### src/rtl/mem_pkg.sv
// mem_pkg: op encodings, FSM state type and op legality helper for the MEM stage
package mem_pkg;
    localparam logic [3:0] OP_LB  = 4'b0000;
    localparam logic [3:0] OP_LH  = 4'b0001;
    localparam logic [3:0] OP_LW  = 4'b0011;
    localparam logic [3:0] OP_LBU = 4'b0100;
    localparam logic [3:0] OP_LHU = 4'b0101;
    localparam logic [3:0] OP_SB  = 4'b1000;
    localparam logic [3:0] OP_SH  = 4'b1001;
    localparam logic [3:0] OP_SW  = 4'b1011;

    typedef enum logic {IDLE, RMW_WR} state_t;

    function automatic logic is_legal(input logic [3:0] op);
        return op inside {OP_LB, OP_LH, OP_LW, OP_LBU, OP_LHU, OP_SB, OP_SH, OP_SW};
    endfunction
endpackage

### src/rtl/mem_access_stage_if.sv
// mem_access_stage_if: upstream, data-memory and MEM/WB signals; o_range_err exists only with MEM_RANGE_CHECK_EN
interface mem_access_stage_if #(
    parameter int ADDR_BITS = 6
);
    logic                 i_valid, o_ready, i_mem_en, i_reg_write;
    logic [3:0]           i_op;
    logic [31:0]          i_alu_result, i_store_data;
    logic [4:0]           i_rd;
    logic [ADDR_BITS-1:0] o_mem_addr;
    logic                 o_mem_wr_en;
    logic [31:0]          o_mem_wdata, i_mem_rdata;
    logic                 o_wb_valid, o_wb_reg_write, o_misaligned;
    logic [31:0]          o_wb_data;
    logic [4:0]           o_wb_rd;
`ifdef MEM_RANGE_CHECK_EN
    logic                 o_range_err;
`endif

    modport slave (
        input  i_valid, i_mem_en, i_op, i_alu_result, i_store_data, i_rd, i_reg_write, i_mem_rdata,
`ifdef MEM_RANGE_CHECK_EN
        output o_range_err,
`endif
        output o_ready, o_mem_addr, o_mem_wr_en, o_mem_wdata,
        output o_wb_valid, o_wb_data, o_wb_rd, o_wb_reg_write, o_misaligned
    );

    modport master (
        output i_valid, i_mem_en, i_op, i_alu_result, i_store_data, i_rd, i_reg_write, i_mem_rdata,
`ifdef MEM_RANGE_CHECK_EN
        input  o_range_err,
`endif
        input  o_ready, o_mem_addr, o_mem_wr_en, o_mem_wdata,
        input  o_wb_valid, o_wb_data, o_wb_rd, o_wb_reg_write, o_misaligned
    );
endinterface

### src/rtl/mem_lane_align.sv
// mem_lane_align: big-endian lane extract with sign/zero extension, RMW lane merge, alignment check
module mem_lane_align (
    input  logic [2:0]  op,
    input  logic [1:0]  off,
    input  logic [31:0] word,
    input  logic [15:0] data,
    output logic [31:0] ld_val,
    output logic [31:0] merged,
    output logic        misaligned
);
    logic [4:0]  bsh, hsh;
    logic [31:0] bword, hword;

    assign bsh   = {~off, 3'b000};
    assign hsh   = {~off[1], 4'b0000};
    assign bword = word >> bsh;
    assign hword = word >> hsh;

    // byte k sits at bit 8*(3-k); op[2] selects zero extension, op[0] selects halfword
    always_comb begin
        ld_val = op[1:0] == 2'b00 ? {{24{~op[2] & bword[7]}}, bword[7:0]} :
                 op[1:0] == 2'b01 ? {{16{~op[2] & hword[15]}}, hword[15:0]} : word;
        merged = op[0] ? (word & ~(32'hFFFF << hsh)) | ({16'b0, data} << hsh)
                       : (word & ~(32'hFF << bsh)) | ({24'b0, data[7:0]} << bsh);
        misaligned = op[1] ? |off : op[0] & off[0];
    end
endmodule

### src/rtl/mem_access_stage.sv
// mem_access_stage: MEM stage with sub-word RMW stores and MEM/WB register; optional MEM_RANGE_CHECK_EN
module mem_access_stage
    import mem_pkg::*;
#(
    parameter int ADDR_BITS = 6
) (
    input logic clk,
    input logic rst,
    mem_access_stage_if.slave bus
);
    state_t               state, state_nxt;
    logic                 rmw, accept, legal, rerr, mis, ok, rmw_go, sw_go;
    logic [2:0]           cap_op, al_op;
    logic [ADDR_BITS-1:0] cap_addr, al_addr;
    logic [31:0]          cap_word, al_word, ld_val, merged;
    logic [15:0]          cap_data, al_data;
    logic [4:0]           cap_rd;

    assign rmw    = state == RMW_WR;
    assign accept = bus.i_valid & ~rmw;
    assign legal  = is_legal(bus.i_op);
`ifdef MEM_RANGE_CHECK_EN
    assign rerr   = |bus.i_alu_result[31:ADDR_BITS];
`else
    assign rerr   = 1'b0;
`endif
    assign ok     = bus.i_mem_en & legal & ~mis & ~rerr;
    assign rmw_go = accept & ok & bus.i_op[3] & (bus.i_op[1:0] != 2'b11);
    assign sw_go  = accept & ok & (bus.i_op == OP_SW);

    assign al_op   = rmw ? cap_op : bus.i_op[2:0];
    assign al_addr = rmw ? cap_addr : bus.i_alu_result[ADDR_BITS-1:0];
    assign al_word = rmw ? cap_word : bus.i_mem_rdata;
    assign al_data = rmw ? cap_data : bus.i_store_data[15:0];

    mem_lane_align u_align (
        .op        (al_op),
        .off       (al_addr[1:0]),
        .word      (al_word),
        .data      (al_data),
        .ld_val    (ld_val),
        .merged    (merged),
        .misaligned(mis)
    );

    // state register
    always_ff @(posedge clk) state <= rst ? IDLE : state_nxt;

    // next state and memory-side outputs; RMW_WR writes the merged word unless reset cuts it
    always_comb begin
        state_nxt       = rmw_go ? RMW_WR : IDLE;
        bus.o_ready     = ~rmw;
        bus.o_mem_wr_en = ~rst & (rmw | sw_go);
        bus.o_mem_wdata = rmw ? merged : bus.i_store_data;
        bus.o_mem_addr  = {al_addr[ADDR_BITS-1:2], 2'b00};
    end

    // capture the old word and store operands for the RMW write cycle
    always_ff @(posedge clk)
        if (rst) begin
            cap_op   <= '0;
            cap_addr <= '0;
            cap_word <= '0;
            cap_data <= '0;
            cap_rd   <= '0;
        end else if (rmw_go) begin
            cap_op   <= bus.i_op[2:0];
            cap_addr <= bus.i_alu_result[ADDR_BITS-1:0];
            cap_word <= bus.i_mem_rdata;
            cap_data <= bus.i_store_data[15:0];
            cap_rd   <= bus.i_rd;
        end

    // MEM/WB register; fault flags are single-cycle pulses alongside o_wb_valid
    always_ff @(posedge clk)
        if (rst) begin
            bus.o_wb_valid     <= 1'b0;
            bus.o_wb_data      <= '0;
            bus.o_wb_rd        <= '0;
            bus.o_wb_reg_write <= 1'b0;
            bus.o_misaligned   <= 1'b0;
`ifdef MEM_RANGE_CHECK_EN
            bus.o_range_err    <= 1'b0;
`endif
        end else if (rmw) begin
            bus.o_wb_valid     <= 1'b1;
            bus.o_wb_rd        <= cap_rd;
            bus.o_wb_reg_write <= 1'b0;
            bus.o_misaligned   <= 1'b0;
`ifdef MEM_RANGE_CHECK_EN
            bus.o_range_err    <= 1'b0;
`endif
        end else if (accept) begin
            bus.o_wb_valid     <= ~rmw_go;
            bus.o_wb_data      <= bus.i_mem_en ? ld_val : bus.i_alu_result;
            bus.o_wb_rd        <= bus.i_rd;
            bus.o_wb_reg_write <= bus.i_reg_write & (~bus.i_mem_en | (ok & ~bus.i_op[3]));
            bus.o_misaligned   <= bus.i_mem_en & legal & mis;
`ifdef MEM_RANGE_CHECK_EN
            bus.o_range_err    <= bus.i_mem_en & legal & rerr;
`endif
        end else begin
            bus.o_wb_valid     <= 1'b0;
            bus.o_misaligned   <= 1'b0;
`ifdef MEM_RANGE_CHECK_EN
            bus.o_range_err    <= 1'b0;
`endif
        end
endmodule

### src/flat_wrapper.sv
// flat-port wrapper written by rule: the top's interface ports become plain ports
module mem_access_stage_flat import mem_pkg::*;
#(
    parameter int ADDR_BITS = 6
)
  (clk, rst, bus_i_valid, bus_i_mem_en, bus_i_op, bus_i_alu_result, bus_i_store_data, bus_i_rd, bus_i_reg_write, bus_i_mem_rdata, bus_o_ready, bus_o_mem_addr, bus_o_mem_wr_en, bus_o_mem_wdata, bus_o_wb_valid, bus_o_wb_data, bus_o_wb_rd, bus_o_wb_reg_write, bus_o_misaligned);
  mem_access_stage_if #(.ADDR_BITS(ADDR_BITS)) bus_i ();
  input logic clk;
  input logic rst;
  input wire logic [$bits(bus_i.i_valid)-1:0] bus_i_valid;
  input wire logic [$bits(bus_i.i_mem_en)-1:0] bus_i_mem_en;
  input wire logic [$bits(bus_i.i_op)-1:0] bus_i_op;
  input wire logic [$bits(bus_i.i_alu_result)-1:0] bus_i_alu_result;
  input wire logic [$bits(bus_i.i_store_data)-1:0] bus_i_store_data;
  input wire logic [$bits(bus_i.i_rd)-1:0] bus_i_rd;
  input wire logic [$bits(bus_i.i_reg_write)-1:0] bus_i_reg_write;
  input wire logic [$bits(bus_i.i_mem_rdata)-1:0] bus_i_mem_rdata;
  output wire logic [$bits(bus_i.o_ready)-1:0] bus_o_ready;
  output wire logic [$bits(bus_i.o_mem_addr)-1:0] bus_o_mem_addr;
  output wire logic [$bits(bus_i.o_mem_wr_en)-1:0] bus_o_mem_wr_en;
  output wire logic [$bits(bus_i.o_mem_wdata)-1:0] bus_o_mem_wdata;
  output wire logic [$bits(bus_i.o_wb_valid)-1:0] bus_o_wb_valid;
  output wire logic [$bits(bus_i.o_wb_data)-1:0] bus_o_wb_data;
  output wire logic [$bits(bus_i.o_wb_rd)-1:0] bus_o_wb_rd;
  output wire logic [$bits(bus_i.o_wb_reg_write)-1:0] bus_o_wb_reg_write;
  output wire logic [$bits(bus_i.o_misaligned)-1:0] bus_o_misaligned;
  assign bus_i.i_valid = bus_i_valid;
  assign bus_i.i_mem_en = bus_i_mem_en;
  assign bus_i.i_op = bus_i_op;
  assign bus_i.i_alu_result = bus_i_alu_result;
  assign bus_i.i_store_data = bus_i_store_data;
  assign bus_i.i_rd = bus_i_rd;
  assign bus_i.i_reg_write = bus_i_reg_write;
  assign bus_i.i_mem_rdata = bus_i_mem_rdata;
  assign bus_o_ready = bus_i.o_ready;
  assign bus_o_mem_addr = bus_i.o_mem_addr;
  assign bus_o_mem_wr_en = bus_i.o_mem_wr_en;
  assign bus_o_mem_wdata = bus_i.o_mem_wdata;
  assign bus_o_wb_valid = bus_i.o_wb_valid;
  assign bus_o_wb_data = bus_i.o_wb_data;
  assign bus_o_wb_rd = bus_i.o_wb_rd;
  assign bus_o_wb_reg_write = bus_i.o_wb_reg_write;
  assign bus_o_misaligned = bus_i.o_misaligned;
  mem_access_stage #(.ADDR_BITS(ADDR_BITS)) u_core (.clk(clk), .rst(rst), .bus(bus_i));
endmodule
### config.mk
export PLATFORM = sky130hd
export DESIGN_NAME = mem_access_stage_flat
export DESIGN_NICKNAME = d
export VERILOG_FILES = /design/src/rtl/mem_pkg.sv /design/src/rtl/mem_access_stage_if.sv /design/src/rtl/mem_lane_align.sv /design/src/rtl/mem_access_stage.sv /design/src/flat_wrapper.sv
export SDC_FILE = /design/constraint.sdc
export NUM_CORES = 1
export LEC_CHECK = 0
export CORE_MARGIN = 1.5
export CORE_UTILIZATION = 44
export CTS_CLUSTER_SIZE = 30
export DETAILED_ROUTE_END_ITERATION = 10
export HOLD_SLACK_MARGIN = 0.1
export PLACE_DENSITY = 0.86
export SLEW_MARGIN = 30
export SYNTH_ARGS = -nofsm -noshare
export SYNTH_HDL_FRONTEND = slang
export SYNTH_SLANG_ARGS = --single-unit
### constraint.sdc
create_clock -name clk -period 4.2 [get_ports clk]
set_clock_uncertainty 0.05 [all_clocks]
set_input_delay 1.26 -clock clk [delete_from_list [all_inputs] [get_ports clk]]
set_output_delay 1.26 -clock clk [all_outputs]
set_load 0.03 [all_outputs]
Word level (Yosys, flattened, before mapping)
Index checks and enable logic that the tools add are counted.
- reductions and logical operators: 8
- shifts and indexed selects: 6
- multiplexer cells: 15
- bitwise logic cells: 32
- eq/ne operators: 9
- operators by type and width (kind ; number):
    $mux 32 ; 6
    $and 32x32->32 ; 2
    $not 32->32 ; 2
    $or 32x32->32 ; 2
    $shl 16x5->32 ; 1
    $shl 16x5->32 const A ; 1
    $shl 8x5->32 ; 1
    $shl 8x5->32 const A ; 1
    $shr 32x5->16 ; 1
    $shr 32x5->8 ; 1
    $mux 16 ; 1
    $and 1x1->1 ; 14
    $eq 4x4->1 const B ; 3
    $mux 5 ; 2
    $not 1->1 ; 9
    $eq 4x3->1 const B ; 2
    $reduce_bool 8->1 ; 1
    $mux 6 ; 1
    $eq 4x1->1 const B ; 1
    $eq 4x2->1 const B ; 1
    $logic_not 4->1 ; 1
    $mux 1 ; 4
    $reduce_or 2->1 ; 2
    $mux 3 ; 1
    8 further kinds ; 9
- bits in registers: 103
- input port bits: 110
- output and inout port bits: 80

Depth between registers and ports, before layout
Gate-level depths: netlist of the first run.
- depth in word-level cells: 11
- depth in mapped cells: 9
- gate-level depth less buffers: 5

Cells and area by module
A second synthesis of the first run with hierarchy kept.
- cell total of the unflattened synthesis: 794
- area, all modules: 6926.6 µm²
- modules (own cells, without submodules) (module ; seq. area each (µm²) ; area each (µm²) ; instances ; cells each):
    mem_access_stage ; 2062.0 ; 5720.5 ; 1 ; 618
    mem_lane_align ; 0.0 ; 1206.2 ; 1 ; 176

Worst setup path after synthesis of the first run
Ideal clock, no wire load.
- kind: in2out
- from: in bus_i_alu_result[0]
- to: out bus_o_mem_wdata[24]
- data required time: 2.890 ns
- buffers on the path: 2
- arrival time: 2.883 ns
- slack: 0.007 ns
- stages: 7
- cell sequence: buf_2 > nor3_1 > a31oi_2 > buf_2 > nor2_1 > a211o_1 > a31oi_1
- word-level cells in the longest chain between the ends: 8
- elaborated cells on any way between the ends: 9
- those cells by class: shift: 2; mux: 3; bitwise: 4
- RTL lines (what ; line ; text):
    from (decl) ; flat_wrapper.sv:13 ; input wire logic [$bits(bus_i.i_alu_result)-1:0] bus_i_alu_result;
    $mux 6 * ; mem_access_stage.sv:32 ; assign al_addr = rmw ? cap_addr : bus.i_alu_result[ADDR_BITS-1:0];
    $not 2->2 * ; mem_lane_align.sv:14 ; assign bsh = {~off, 3'b000};
    $shl 8x5->32 ; mem_lane_align.sv:24 ; : (word & ~(32'hFF << bsh)) | ({24'b0, data[7:0]} << bsh);
    $not 32->32 ; mem_lane_align.sv:24 ;
    $and 32x32->32 ; mem_lane_align.sv:24 ;
    $or 32x32->32 * ; mem_lane_align.sv:24 ;
    $mux 32 * ; mem_lane_align.sv:23 ; merged = op[0] ? (word & ~(32'hFFFF << hsh)) | ({16'b0, data} << hsh)
    $mux 32 * ; mem_access_stage.sv:54 ; bus.o_mem_wdata = rmw ? merged : bus.i_store_data;
    to (decl) ; flat_wrapper.sv:21 ; output wire logic [$bits(bus_i.o_mem_wdata)-1:0] bus_o_mem_wdata;
Every way passes the cells marked *; elsewhere a longest branch is shown, timed or not.

Worst setup path in the final report of the first run
- from: in bus_i_op[1]
- to: out bus_o_mem_wr_en
- word-level cells in the longest chain between the ends: 8
- elaborated cells on any way between the ends: 18
- those cells by class: eq/ne: 7; mux: 2; bitwise: 7; reduce/logical: 2
- RTL lines (what ; line ; text):
    from (decl) ; flat_wrapper.sv:12 ; input wire logic [$bits(bus_i.i_op)-1:0] bus_i_op;
    $eq 4x1->1, or another cell as far along ; mem_pkg.sv:15 ; return op inside {OP_LB, OP_LH, OP_LW, OP_LBU, OP_LHU, OP_SB, OP_SH, OP_SW};
    $reduce_bool 8->1 or $mux 1 (tied branches) ; mem_pkg.sv:15, mem_lane_align.sv:25 ;
    $and 1x1->1 or $not 1->1 (tied branches) ; mem_access_stage.sv:27 ; assign ok = bus.i_mem_en & legal & ~mis & ~rerr;
    $and 1x1->1 ; mem_access_stage.sv:27 ;
    $and 1x1->1 ; mem_access_stage.sv:29 ; assign sw_go = accept & ok & (bus.i_op == OP_SW);
    $and 1x1->1 * ; mem_access_stage.sv:29 ;
    $or 1x1->1 * ; mem_access_stage.sv:53 ; bus.o_mem_wr_en = ~rst & (rmw | sw_go);
    $and 1x1->1 * ; mem_access_stage.sv:53 ;
    to (decl) ; flat_wrapper.sv:20 ; output wire logic [$bits(bus_i.o_mem_wr_en)-1:0] bus_o_mem_wr_en;
Marked as above.

==> results of run 1 <==
## final timing paths
path	start	endpoint	slack [ns]	cells after the start
max	bus_i_op[1]	bus_o_mem_wr_en	0.06	7
max reg2reg	u_core.rmw	u_core.cap_addr[3]	1.34	8
min	u_core.cap_word[14]	u_core.cap_word[14]	0.41	2
min reg2reg	u_core.cap_word[14]	u_core.cap_word[14]	0.41	2
## flip-flops by register name (all words and copies together) (netlist names)
register	flops
u_core.bus.o_wb_valid	1
u_core.rmw	1
u_core.bus.o_wb_reg_write	1
u_core.bus.o_wb_rd	5
u_core.cap_data	16
u_core.cap_addr	6
u_core.bus.o_misaligned	1
u_core.cap_op	3
u_core.cap_word	32
u_core.bus.o_wb_data	32
u_core.cap_rd	5
## cells by family (layout without fill, tap and decap cells)
kind of cell | after synthesis | in the layout | share of synthesized area
buf+inv | 93 | 279 | 0.0807
compound gates | 206 | 207 | 0.226
mux | 145 | 145 | 0.221
simple gates | 280 | 280 | 0.174
flops | 103 | 103 | 0.298
other cells | 1 | 2 | 0.000542
## cell type report
| class | instances | area (sq um) | area share |
|---|---|---|---|
| well taps | 211 | 264 | 0.0278 |
| clock buffers | 12 | 256 | 0.0270 |
| clock inverters | 4 | 30.0 | 0.00316 |
| flip-flops and latches | 103 | 2070 | 0.217 |
| inverters | 15 | 57.6 | 0.00605 |
| multi-input cells | 634 | 4400 | 0.463 |
| repair buffers | 248 | 2440 | 0.256 |
## metrics by stage
step                setup WS [ns]  cells  instance area [sq um]  utilization
floorplan                 0.00715    829                   6920            -
global placement           -0.252   1204                   9080        0.595
detailed placement         -0.330   1204                   9090        0.596
CTS                    -0.0000981   1226                   9470        0.621
global route              0.00820   1227                   9510        0.623
finish                     0.0601   1227                   9510        0.623
## report_power, final
group	total [mW]	leakage [nW]	switching, mW	internal [mW]
Combinational	0.738	2.54	0.396	0.341
Clock	0.818	0.139	0.382	0.436
Sequential	1.04	0.839	0.0274	1.01
## what timing repair did
| item | CTS | global route |
|---|---|---|
| setup buffers | 4 | 1 |
| resized for setup | 16 | 12 |
| setup endpoints to repair | 33 | 32 |
| pin swaps | 2 | 0 |
| cloned | 2 | 0 |
## routing by layer
| metal | global-route usage | vias up | wire length [microns] |
|---|---|---|---|
| met5 | 0 | - | 0 |
| met4 | 0.112 | 0 | 830 |
| met3 | 0.0495 | 61 | 1910 |
| met2 | 0.469 | 375 | 11200 |
| met1 | 0.377 | 3418 | 10100 |
| li1 | - | 3377 | - |
## cells in the final DEF, fill, tap and decap left out, types with 3 or more instances in the layout
| cell | netlist | layout |
|---|---|---|
| a2111oi_0 | 4 | 4 |
| a211o_1 | 12 | 12 |
| a211oi_1 | 14 | 14 |
| a21oi_1 | 34 | 34 |
| a221oi_1 | 7 | 7 |
| a221oi_2 | 10 | 10 |
| a222oi_1 | 7 | 7 |
| a22oi_1 | 13 | 13 |
| a31oi_1 | 18 | 11 |
| a31oi_2 | 1 | 9 |
| a31oi_4 | 3 | 3 |
| and3_1 | 5 | 5 |
| buf_12 | 5 | 16 |
| buf_4 | 3 | 76 |
| clkbuf_16 | 0 | 9 |
| clkdlybuf4s50_1 | 0 | 148 |
| dfxtp_1 | 103 | 102 |
| inv_1 | 14 | 13 |
| mux2_2 | 32 | 31 |
| mux2_4 | 2 | 3 |
| mux2i_1 | 108 | 108 |
| nand2_1 | 156 | 156 |
| nand3_1 | 9 | 9 |
| nand4_1 | 3 | 3 |
| nor2_1 | 62 | 62 |
| nor3_1 | 14 | 11 |
| nor3_2 | 1 | 3 |
| nor3b_1 | 5 | 4 |
| nor4_1 | 5 | 5 |
| o211ai_1 | 14 | 14 |
| o21a_1 | 10 | 10 |
| o21ai_0 | 35 | 31 |
| o21ai_1 | 1 | 5 |
| o22ai_1 | 9 | 9 |
| or3_1 | 12 | 12 |
## worst reg2reg max path: cells and delay by family, from the launching register on
kind	cells	cell delay [ns]
AO/OA/AOI/OAI	2	0.25
buffers and inverters	3	0.93
flip-flops	1	0.72
multiplexers	2	0.59
AND/OR/NAND/NOR	1	0.23
==> run metrics, run 1 <==
CTS tree done; EDFF count, synth 0; area grow syn2layout 37.4%; area leader, netlist dfxtp_1; unrepaired setup endpoints after global routing no; Netlist cell types 63; VDD IR max 0.000258 V; crit end category primary output; slew margin rel. 0.444; largest net degree at the start of global routing between 100 and 150; Root Driver clkbuf_16; hold bufs inserted after CTS 0; ant diodes 0; total CTS buffers 9; DPL Wire Length 17,100 microns; drt total wl ~24,000 microns; mean post-synth cell area 8.36 sq um; dominant cell by count in the synthesized netlist nand2_1; Tcrit/Tclk final 0.986; cells along the critical path clkdlybuf4s50_1 -> mux2_4 -> a31oi_4 -> a21boi_4 -> o21a_1 -> nor2_1 -> buf_4; Overall Power between 2 and 3 mW; GRT Util Overall 0.286; top-area cell type share of the netlist area 0.298; critical path peak fanout 5; I/O Buffers between 150 and 200; drt pass-1 iters 7; Min-Delay Path Class reg2reg; detailed-route via count 7,231; Die X 128 microns; Pwr Density 273 mW/mm^2; outcome completed; Pleak roughly 3.5 nW; Hold Slack 0.410 ns; DIE HEIGHT 128 microns; Critical Path Max Stage Delay between 0.4 and 0.5 ns; die area 0.0165 sq mm; Slew @ Worst Pin 0.835 ns; Routed Antenna Nets 0; Post-route DRC 0; Final Hold Viols 0; Main synth FF type dfxtp_1; Worst EP required 2.89 ns; WL/cell between 15 and 20 microns; initial DRC count 944; post-synthesis sequential area ratio 0.298; Worst-Skew Late Latency about 0.36 ns; clock sinks 103; kind of critical path in2out; top cells by count, synth 156 x nand2_1, 108 x mux2i_1, 103 x dfxtp_1; gpl congestion between 0.9 and 1; min Tclk post-route 4.14 ns; Initial Utilization 0.453; clk slew on worst S/H paths around 0.07 ns; Async SR Flop Fraction 0; Rows 45; Post-Syn Instances ~830; Max Cap Violations 0; CTS HTree Levels 3; Syn Std Cell Area 0.00692 sq mm; clk buf depth 2; CP startpoint kind primary input; Critical-path top delay cell clkdlybuf4s50_1; net total in the final layout 1,121; pins over their slew limit 0; CP arrival between 2 and 3 ns; Synth Register Bits 103; largest cells by area after synthesis dfxtp_1 30%, mux2i_1 16%, nand2_1 8.5%, mux2_2 5.2%, nor2_1 3.4%; grt ovf 0; share of layout cells above drive strength 1 0.190; buffers and inverters on the worst path 2; max frequency roughly 0.24 GHz; antenna violations before repair 0; # IOs 190; final setup violation count 0; vias per inst 5.89; first-pass GRT wire length ~37,000 microns; number of global-route vias before repair 6,838; Ys Warns 0; cell family with most CP delay buffers and inverters; number of fill cells 1,252; Total Neg Setup Slack 0 ns; Core Region 0.0153 sq mm
Power figures use the tool's default switching activity.
==> run 2: changes to the inputs <==
--- a/config.mk
+++ b/config.mk
@@ -11,7 +11,7 @@
 export DETAILED_ROUTE_END_ITERATION = 10
 export HOLD_SLACK_MARGIN = 0.1
 export PLACE_DENSITY = 0.86
-export SLEW_MARGIN = 30
+export SLEW_MARGIN = 40
 export SYNTH_ARGS = -nofsm -noshare
 export SYNTH_HDL_FRONTEND = slang
 export SYNTH_SLANG_ARGS = --single-unit
==> run metrics, run 2 (synthesis results as in run 1) <==
outcome completed; Overall Power approximately 2.6 mW; Slew @ Worst Pin 0.695 ns; die area 0.0165 sq mm; Total Neg Setup Slack 0 ns; clock sinks 103; Min-Delay Path Class reg2reg; Worst-Skew Late Latency around 0.36 ns; crit end category primary output; Die X around 130 microns; grt ovf 0; Core Region approximately 0.015 sq mm; detailed-route via count 7,256; GRT Util Overall 0.286; WL/cell around 20 microns; gpl congestion ~0.97; pins over their slew limit 0; antenna violations before repair 0; commonest non-fill, non-tap cell in the layout nand2_1; Rows 45; net total in the final layout 1,122; first-pass GRT wire length ~37,000 microns; # IOs 190; share of layout cells above drive strength 1 0.191; unrepaired setup endpoints after global routing no; slew margin rel. 0.537; clk buf depth 2; critical path peak fanout 5; Pwr Density ~270 mW/mm^2; CTS tree done; min Tclk post-route 4.14 ns; Worst EP required approximately 2.9 ns; DPL Wire Length between 15,000 and 20,000 microns; clk slew on worst S/H paths 0.07 ns; I/O Buffers 187; DIE HEIGHT 128 microns; max frequency about 0.24 GHz; initial DRC count 1,054; largest net degree at the start of global routing between 100 and 150; Max Cap Violations 0; final setup violation count 0; Initial Utilization 0.453; Tcrit/Tclk final 0.985; FF/Latch Area roughly 0.0021 sq mm; area of the multi-input gates 0.00440 sq mm; most frequent cells in the layout 156 x nand2_1, 148 x clkdlybuf4s50_1, 108 x mux2i_1, 102 x dfxtp_1, 76 x buf_4; setup ws final 0.0628 ns; number of fill cells 1,249; CP startpoint kind primary input; vias per inst slightly below 6; CP arrival between 2 and 3 ns; kind of critical path in2out; dpl cell area around 0.009 sq mm; VDD IR max 0.000259 V; CTS HTree Levels 3; Post-route DRC 0; Final Hold Viols 0; Routed Antenna Nets 0; DP Worst Slack -0.330 ns; number of global-route vias before repair 6,838; top flop regs u_core.bus.o_wb_data: 32 flops, u_core.cap_word: 32 flops, u_core.cap_data: 16 flops; Design Area, Final 0.00954 sq mm; Hold Slack 0.411 ns; area grow syn2layout 37.8%; drt pass-1 iters 8; Pleak 3.53 nW; total CTS buffers 9; Root Driver clkbuf_16; drt total wl approximately 24,000 microns; ant diodes 0
run 2: cell types whose count changed in the layout (fill, tap and decap cells not counted):
cell,change
buf_16,+1
run 2: critical path, stage by stage:
cell and delay (ns):
clkdlybuf4s50_1 0.49, mux2_4 0.32, a31oi_4 0.17, a21boi_4 0.08
o21a_1 0.18, nor2_1 0.14, buf_4 0.19
run 2: final timing paths:
path	start	end	slack (ns)	depth (start not counted)
max	bus_i_op[1]	bus_o_mem_wr_en	0.06	7
min	u_core.cap_word[14]	u_core.cap_word[14]	0.41	2
max reg2reg	u_core.rmw	u_core.cap_addr[3]	1.36	8
min reg2reg	u_core.cap_word[14]	u_core.cap_word[14]	0.41	2
run 2: timing repair:
| action | 4_1_cts | 5_1_grt |
|---|---|---|
| pin swaps | 2 | 0 |
| setup endpoints to repair | 33 | 32 |
| resized for setup | 16 | 12 |
| hold buffers | 0 | 0 |
| buffers inserted | 4 | 1 |
| gates cloned | 2 | 0 |
run 2: layer usage:
| layer | wire length [microns] | global-route usage |
|---|---|---|
| met1 | 9740 | 0.377 |
| met4 | 794 | 0.112 |
| met3 | 2060 | 0.0495 |
| met5 | 0 | 0 |
| met2 | 11500 | 0.469 |
run 2: area by class of cell:
cell class                      instances  area share
Timing Repair Buffer                  249       0.258
Tap cell                              211      0.0277
Sequential cell                       103       0.217
Inverter                               15     0.00604
Clock buffer                           12      0.0269
Multi-Input combinational cell        634       0.461
Clock inverter                          4     0.00315
run 2: per-stage QoR:
step | std cells | util
2_1_floorplan | 829 | -
3_3_place_gp | 1204 | 0.595
3_5_place_dp | 1204 | 0.596
4_1_cts | 1226 | 0.621
5_1_grt | 1228 | 0.625
6_report | 1228 | 0.625
run 2: where the power goes:
| part | total [mW] | leakage (nW) | internal, mW | switching, mW |
|---|---|---|---|---|
| Clock | 0.817 | 0.139 | 0.436 | 0.381 |
| Sequential | 1.04 | 0.839 | 1.01 | 0.0272 |
| Combinational | 0.741 | 2.56 | 0.344 | 0.397 |
==> run 3: changes to the inputs <==
--- a/config.mk
+++ b/config.mk
@@ -11,6 +11,7 @@
 export DETAILED_ROUTE_END_ITERATION = 10
 export HOLD_SLACK_MARGIN = 0.1
 export PLACE_DENSITY = 0.86
+export SETUP_SLACK_MARGIN = 0.1
 export SLEW_MARGIN = 40
 export SYNTH_ARGS = -nofsm -noshare
 export SYNTH_HDL_FRONTEND = slang
==> constraint.sdc (replaced) <==
create_clock -name clk -period 4.5 [get_ports clk]
set_clock_uncertainty 0.05 [all_clocks]
set_input_delay 1.35 -clock clk [delete_from_list [all_inputs] [get_ports clk]]
set_output_delay 1.35 -clock clk [all_outputs]
set_load 0.03 [all_outputs]
==> run metrics, run 3 (synthesis results as in run 1) <==
top flop regs u_core.bus.o_wb_data: 32 flops, u_core.cap_word: 32 flops, u_core.cap_data: 16 flops; VDD IR max 0.000243 V; most frequent cells in the layout 155 x nand2_1, 150 x clkdlybuf4s50_1, 108 x mux2i_1, 102 x dfxtp_1; DPL Wire Length 17,100 microns; critical path peak fanout 3; largest net degree at the start of global routing ~110; global route hottest layer met2; worst reg-to-reg setup slack 1.60 ns; CTS HTree Levels 3; global routing usage on met2 0.470; gpl congestion 0.969; detailed-route via count 7,175; share of layout cells above drive strength 1 0.173; antenna violations before repair 0; clock sinks 103; reg2reg start u_core.rmw; Final Util 0.619; clk buf depth 2; number of fill cells about 1,300; # IOs 190; max frequency 0.228 GHz; FF-to-FF path depth 6; crit end category primary output; die area 0.0165 sq mm; Max Cap Violations 0; placed cell count about 1,200; non-filler cells, final 1,214; vias per inst 5.91; slew margin rel. 0.452; grt ovf 0; Rows 45; area of the multi-input gates 0.00437 sq mm; Core Region 0.0153 sq mm; area grow syn2layout 36.5%; Worst Setup EP bus_o_mem_wdata[31]; Post-route DRC 0; DIE HEIGHT about 130 microns; crit path from bus_i_alu_result[1]; outcome completed; Routed Antenna Nets 0; CTS tree done; commonest non-fill, non-tap cell in the layout nand2_1; M1 GR Usage 0.354; GRT Util Overall 0.286; drt total wl between 20,000 and 25,000 microns; Root Driver clkbuf_16; WL/cell 19.7 microns; DP Worst Slack -0.155 ns; Worst EP required 3.10 ns; Overall Power 2.54 mW; setup ws final 0.110 ns; Pleak 3.47 nW; pins over their slew limit 0; Worst-Skew Late Latency 0.36 ns; Slew @ Worst Pin 0.799 ns; global-route met3 utilization 0.0719; number of global-route vias before repair 6,903; CP arrival 2.99 ns; initial DRC count between 800 and 900; I/O Buffers 187; Pwr Density 269 mW/mm^2; clk slew on worst S/H paths around 0.07 ns; Initial Utilization 0.453; unrepaired setup endpoints after global routing yes; reg2reg end u_core.bus.o_wb_data[21]; net total in the final layout 1,108; kind of critical path in2out; ant diodes 0; min Tclk post-route 4.39 ns; drt pass-1 iters 6; first-pass GRT wire length 37,000 microns; Die X 128 microns; final setup violation count 0; Min-Delay Path Class reg2reg; total CTS buffers 9; CP startpoint kind primary input; Final Hold Viols 0; Tcrit/Tclk final 0.976; FF/Latch Area 0.00207 sq mm
## run 3: cell count changes in the layout (fill, tap and decap cells not counted), sizes merged, moves of 2 or more
cell and change:
buf -15, bufinv +2, clkdlybuf4s50 +2, clkinv -2
## run 3: critical path: stages
cell and delay [ns]:
dlygate4sd2_1 0.26, buf_4 0.15, nor3_1 0.25, a31oi_2 0.07
buf_4 0.17, a211o_1 0.26, a31oi_1 0.21, buf_4 0.15
buf_12 0.11
## run 3: what timing repair did
action | 4_1_cts | 5_1_grt
hold buffers | 0 | 0
resized for setup | 12 | 7
pin swaps | 1 | 0
setup buffers | 1 | 0
endpoints found under the setup margin | 33 | 20
cloned | 2 | 0
## run 3: routing by layer
| layer | part of all wire | routed length (microns) |
|---|---|---|
| met5 | 0 | 0 |
| met4 | 0.043 | 1040 |
| met3 | 0.093 | 2220 |
| met2 | 0.46 | 11000 |
| met1 | 0.40 | 9680 |
## run 3: final cells by class
class	count	area share
inverter	15	0.00609
clock buffer	12	0.0271
tap	211	0.0279
timing repair buffer	235	0.249
clock inverter	4	0.00821
multi-input combinational	634	0.463
sequential	103	0.219
## run 3: power by group
| group | switching, mW | internal [mW] | total (mW) | leakage (nW) |
|---|---|---|---|---|
| sequential | 0.0271 | 0.943 | 0.970 | 0.839 |
| combinational | 0.366 | 0.313 | 0.679 | 2.47 |
| clock | 0.371 | 0.522 | 0.893 | 0.163 |
| total | 0.764 | 1.78 | 2.54 | 3.47 |
## run 3: how the worst min path moves through the flow
stage | startpoint | to | slack (ns) | cells after the start
2_1_floorplan | u_core.cap_addr[2] | u_core.cap_addr[2] | 0.38 | 2
3_3_place_gp | u_core.cap_addr[5] | u_core.cap_addr[5] | 0.39 | 2
3_5_place_dp | u_core.cap_word[15] | u_core.cap_word[15] | 0.40 | 2
4_1_cts | u_core.cap_word[15] | u_core.cap_word[15] | 0.41 | 2
5_1_grt | u_core.cap_word[13] | u_core.cap_word[13] | 0.43 | 2
6_report | u_core.cap_word[13] | u_core.cap_word[13] | 0.41 | 2
## run 3: per-stage QoR
step                      TNS (ns)  area [sq um]  hold WS [ns]
after global placement      -0.800          9030         0.389
after detailed placement     -1.77          9030         0.401
after global routing             0          9450         0.435
after floorplan                  0          6920         0.381
after CTS                        0          9430         0.411
final                            0          9450         0.412
